<file path="src/rtl/instruction_fetch_unit.sv">
// Fetch front end: owns the PC, issues one instruction-memory request at a time,
// hands each word to decode over a valid/ready handshake and handles branch redirects.
module instruction_fetch_unit #(
  parameter logic [31:0] RESET_PC = 32'h0000_0000,
  parameter int unsigned MAX_WAIT = 16
) (
  input  logic        Clk,
  input  logic        Rst,
  output logic        IMemReq,
  output logic [31:0] IMemAddr,
  input  logic        IMemValid,
  input  logic [31:0] IMemData,
  output logic [31:0] Instruction,
  output logic        InstrValid,
  input  logic        InstrReady,
  input  logic        BranchResolve,
  input  logic        Branch,
  input  logic        ALUZero,
  input  logic [31:0] BranchTarget,
  output logic        PCSrc,
  output logic [31:0] PC,
  output logic [31:0] InstrCount,
  output logic        FetchError
);

  // state | meaning
  // IDLE  | one cycle after reset release
  // REQ   | request to IMemAddr (== PC) outstanding
  // HOLD  | word presented on Instruction, waiting for InstrReady
  // DRAIN | wrong-path request outstanding; its response is discarded
  // ERROR | memory timeout, terminal until reset
  typedef enum logic [2:0] {
    S_IDLE,
    S_REQ,
    S_HOLD,
    S_DRAIN,
    S_ERROR
  } state_t;

  localparam logic [7:0] MaxWaitC = 8'(MAX_WAIT);

  state_t      state_q, state_d;
  logic [31:0] pc_q, pc_d;
  logic [31:0] addr_q, addr_d;
  logic [31:0] instr_q, instr_d;
  logic        valid_q, valid_d;
  logic [31:0] count_q, count_d;
  logic        err_q, err_d;
  logic [7:0]  wait_q, wait_d;

  logic [31:0] target;
  logic [7:0]  wait_inc;
  logic        timeout;

  assign PCSrc    = BranchResolve & Branch & ALUZero;
  assign target   = {BranchTarget[31:2], 2'b00};
  assign wait_inc = wait_q + 8'd1;
  assign timeout  = (wait_inc == MaxWaitC);

  always_comb begin
    state_d = state_q;
    pc_d    = pc_q;
    addr_d  = addr_q;
    instr_d = instr_q;
    valid_d = valid_q;
    count_d = count_q;
    err_d   = err_q;
    wait_d  = wait_q;

    case (state_q)
      S_IDLE: state_d = S_REQ;
      S_REQ: begin
        if (IMemValid) begin
          wait_d = 8'd0;
          if (PCSrc) begin
            pc_d = target;
          end else begin
            instr_d = IMemData;
            valid_d = 1'b1;
            pc_d    = pc_q + 32'd4;
            state_d = S_HOLD;
          end
        end else if (timeout) begin
          err_d   = 1'b1;
          state_d = S_ERROR;
        end else begin
          wait_d = wait_inc;
          if (PCSrc) begin
            pc_d    = target;
            state_d = S_DRAIN;
          end
        end
      end
      S_DRAIN: begin
        if (PCSrc) pc_d = target;
        if (IMemValid) begin
          wait_d  = 8'd0;
          state_d = S_REQ;
        end else if (timeout) begin
          err_d   = 1'b1;
          state_d = S_ERROR;
        end else begin
          wait_d = wait_inc;
        end
      end
      S_HOLD: begin
        // a redirect drops the held word even if decode accepts it this cycle
        if (PCSrc) begin
          valid_d = 1'b0;
          pc_d    = target;
          state_d = S_REQ;
        end else if (InstrReady) begin
          valid_d = 1'b0;
          count_d = count_q + 32'd1;
          state_d = S_REQ;
        end
      end
      S_ERROR: valid_d = 1'b0;
      default: state_d = S_IDLE;
    endcase

    if (state_d == S_REQ) addr_d = pc_d;
  end

  always_ff @(posedge Clk) begin
    if (!Rst) begin
      state_q <= S_IDLE;
      pc_q    <= RESET_PC;
      addr_q  <= RESET_PC;
      instr_q <= 32'd0;
      valid_q <= 1'b0;
      count_q <= 32'd0;
      err_q   <= 1'b0;
      wait_q  <= 8'd0;
    end else begin
      state_q <= state_d;
      pc_q    <= pc_d;
      addr_q  <= addr_d;
      instr_q <= instr_d;
      valid_q <= valid_d;
      count_q <= count_d;
      err_q   <= err_d;
      wait_q  <= wait_d;
    end
  end

  assign IMemReq     = (state_q == S_REQ) || (state_q == S_DRAIN);
  assign IMemAddr    = addr_q;
  assign Instruction = instr_q;
  assign InstrValid  = valid_q;
  assign PC          = pc_q;
  assign InstrCount  = count_q;
  assign FetchError  = err_q;

endmodule
</file>
<file path="config.mk">
export PLATFORM = sky130hd
export DESIGN_NAME = instruction_fetch_unit
export DESIGN_NICKNAME = d
export VERILOG_FILES = /design/src/rtl/instruction_fetch_unit.sv
export SDC_FILE = /design/constraint.sdc
export NUM_CORES = 1
export LEC_CHECK = 0
export CAP_MARGIN = 20
export CORE_MARGIN = 1.5
export CORE_UTILIZATION = 43
export DETAILED_ROUTE_END_ITERATION = 12
export PLACE_DENSITY = 0.74
export SETUP_SLACK_MARGIN = 0.5
export SLEW_MARGIN = 20
export SYNTH_ARGS = -nofsm -noshare
export SYNTH_HDL_FRONTEND = slang
export SYNTH_SLANG_ARGS = --single-unit
</file>
<file path="constraint.sdc">
create_clock -name Clk -period 2.2 [get_ports Clk]
set_input_delay 0.22 -clock Clk [delete_from_list [all_inputs] [get_ports Clk]]
set_output_delay 0.22 -clock Clk [all_outputs]
set_load 0.03 [all_outputs]
</file>
==> impl_metrics.env <==
export IMPL_num_vias=8216
export IMPL_io_pins=203
export IMPL_postSynthCellCount=863
export IMPL_cp_slowest_cell="dfxtp_4"
export IMPL_worst_path_max_fanout=8
export IMPL_initial_util_pct=43.7
export IMPL_synth_enable_flop_cells=0
export IMPL_route_antenna_remaining_nets=0
export IMPL_drt_wl_total_um=28300
export IMPL_htree_levels=4
export IMPL_pre_cts_slack_ns=-0.181
export IMPL_floorplan_die_width_um=130
export IMPL_groute_usage_overall_pct=29.2
export IMPL_comb_power_share_pct=25.0
export IMPL_slew_headroom_pct=58.4
export IMPL_crit_required_ns=2.50
export IMPL_dpl_hpwl_um=17300
export IMPL_power_density_cell_area_nw_per_um2=619
export IMPL_clock_tree_from_tritoncts="done"
export IMPL_fmax_mhz=442
export IMPL_area_growth_syn_to_layout_pct=77.5
export IMPL_first_global_vias=7418
export IMPL_vias_per_cell=5.88
export IMPL_crit_path_end_kind="register"
export IMPL_floorplan_core_area_um2=15800
export IMPL_rsz_0062_raised_after_global_routing="yes"
export IMPL_netlist_area_um2=6920
export IMPL_insertion_delay_ns=0.42
export IMPL_p_sw_mw=2.33
export IMPL_final_hold_violation_count=0
export IMPL_class_of_the_worst_hold_path="in2reg"
export IMPL_critical_path_arrival_ns=2.56
export IMPL_placementRows=46
export IMPL_synth_sequential_area_ratio_pct=40.8
export IMPL_grt_max_degree=75
export IMPL_cellInternalPower_mw=5.28
export IMPL_peakVddDrop_uv=568
export IMPL_postSynth_topFlopCell="dfxtp_1"
export IMPL_report_final_slew_viol_count=0
export IMPL_drt_drc_violations_left=0
export IMPL_post_synthesis_net_count=937
export IMPL_die_y_um=130
export IMPL_violation_count_after_the_first_detailed_route_iteration=629
export IMPL_grt_antenna_before_repair=0
export IMPL_wl_per_cell_um=20.2
export IMPL_worst_slew_pin_transition_ns=0.624
export IMPL_seq_power_share_pct=36.9
export IMPL_postSynthAreaPerCell_um2=8.02
export IMPL_sum_of_buffers_and_inverters_on_the_critical_path=3
export IMPL_worst_hold_slack_ns=0.194
export IMPL_port_buffers=200
export IMPL_cpLargestDelayFamily="compound AO/OA/AOI/OAI gates"
export IMPL_weighted_congestion_at_the_end_of_routability_driven_global_placement=0.933
export IMPL_path_cells="nand4_1 -> buf_4 -> nor3_4 -> o2111a_2 -> o21ai_2 -> and3_4 -> buf_12 -> buf_6 -> o21a_1 -> o31a_1"
export IMPL_clock_sinks=141
export IMPL_postLayoutSetupSlackWorst_ns=-0.0610
export IMPL_p_total_mw=7.60
export IMPL_grt_overflow_total=0
export IMPL_timing_final_crit_period_ns=2.26
export IMPL_timing_setup_critical_path_class="reg2reg"
export IMPL_setup_worst_path_start_class="register"
export IMPL_path_clk_slew_ns=0.06
export IMPL_finish_net_count=1245
export IMPL_ys_async_sr_fraction_pct=0
export IMPL_cts_max_path_buffers=2
export IMPL_worst_clock_skew_ns=0.00747
export IMPL_firstDrtPassIters=6
export IMPL_power_share_switching_pct=30.6
export IMPL_grt_first_pass_wirelength_um=38500
export IMPL_failed_checks="setup timing"
export IMPL_cellLeakagePower_nw=5.26
export IMPL_ys_seq_elements=141
export IMPL_layout_worst_path_cycle_share_pct=103
export IMPL_result_of_the_run="finished with violations"
export IMPL_die_area_um2=16900
export IMPL_clock_power_share_pct=38.1
export IMPL_cpPeakStageDelay_ns=0.38
export IMPL_drv_cap=0
export IMPL_setup_viol=7
export IMPL_antenna_diode_count=0
export IMPL_synth_unique_cells=82
export IMPL_fillCellCount=1028
export IMPL_synth_warnings=0
export IMPL_drive_above_1_share_pct=35.0
export IMPL_ctsRootBufferMaster="clkbuf_16"
export IMPL_numCtsBuffers=17
==> cells in the final DEF, fill, tap and decap left out, types with 22 or more instances in the layout <==
cell,instances
nand2_1,107
clkdlybuf4s50_1,103
dfxtp_1,100
buf_4,89
nor2_1,71
a21oi_1,68
dlygate4sd2_1,57
dlymetal6s2s_1,37
buf_6,36
a21oi_2,25
o21ai_0,23
dfxtp_4,22
==> logic make-up after synthesis <==
kind of cell	count (synthesis)	share of synthesized area [%]
adder cells (fa/ha/maj)	3	0.543
flip-flops	141	40.8
buffers and inverters	72	4.74
AND/OR/NAND/NOR	345	24.7
multiplexers	5	0.760
AO/OA/AOI/OAI	262	24.0
XOR/XNOR	35	4.43
==> cell type report <==
cell class / count / area (µm²) / share of cell area (%)
inverter: 15 / 58.8 / 0.479
timing repair buffer: 345 / 3500 / 28.5
sequential: 141 / 2930 / 23.8
clock buffer: 21 / 472 / 3.84
multi-input combinational: 651 / 4940 / 40.2
clock inverter: 9 / 108 / 0.876
tap: 216 / 270 / 2.20
==> sequential cells by signal (all words and copies together) (netlist names) <==
signal and count:
FetchError 1, IMemAddr 32, InstrCount 32, InstrValid 1, Instruction 32, PC 32
state_q 3, wait_q 8
==> path summary, 6_finish.rpt <==
| check | end | from | slack [ns] | cells after the start |
|---|---|---|---|---|
| worst max-delay path | IMemAddr[15] | wait_q[5] | -0.06 | 10 |
| worst min-delay path | PC[9] | Rst | 0.19 | 3 |
| worst max register to register | IMemAddr[15] | wait_q[5] | -0.06 | 10 |
| worst min register to register | IMemAddr[1] | IMemAddr[1] | 0.45 | 2 |
==> synthesized netlist by cell type, types with 13 or more instances <==
cell type | instances | area, µm²
dfxtp_1 | 141 | 2820
and3_1 | 16 | 100
a22oi_1 | 13 | 97.6
xor2_1 | 18 | 158
o21ai_0 | 45 | 225
a31oi_1 | 16 | 100
xnor2_1 | 17 | 149
clkbuf_1 | 35 | 131
o21ai_1 | 22 | 110
nand3_1 | 29 | 145
and2_1 | 15 | 93.8
nand4_1 | 19 | 119
nor2_1 | 88 | 330
a21oi_1 | 93 | 465
nand2_1 | 119 | 447
==> metrics by stage <==
step	area, µm²	std cells	utilization [%]	TNS [ns]
5_1_grt	12300	1398	77.6	-1.99
6_report	12300	1398	77.6	-0.195
3_3_place_gp	10300	1318	64.9	-1.63
2_1_floorplan	7540	863	-	0
4_1_cts	11300	1373	71.3	0
3_5_place_dp	10300	1318	64.9	-3.96
==> worst min-delay path: stages <==
cell	delay (ns)
buf_2	0.10
inv_2	0.14
nor2_1	0.12
==> per-layer routing <==
layer,wire [µm],GRT usage [%]
met5,0,0
met4,1320,12.7
met3,2460,7.13
met2,13600,48.1
met1,10900,36.4
==> power by group through the flow <==
stage / logic (mW) / registers (mW) / clock network [mW]
6_report: 1.90 / 2.81 / 2.89
2_1_floorplan: 0.609 / 3.10 / 0
5_1_grt: 1.99 / 2.82 / 3.03
4_1_cts: 1.62 / 2.79 / 2.90
3_3_place_gp: 1.55 / 2.84 / 0
3_5_place_dp: 1.57 / 2.85 / 0
==> repair_timing <==
item / 4_1_cts / 5_1_grt
cloned: 0 / 4
hold buffers: 0 / 0
pin swaps: 45 / 74
resized for setup: 127 / 180
setup endpoints to repair: 182 / 155
buffers inserted: 25 / 21
Note: power is estimated with default switching activity, not from simulation.
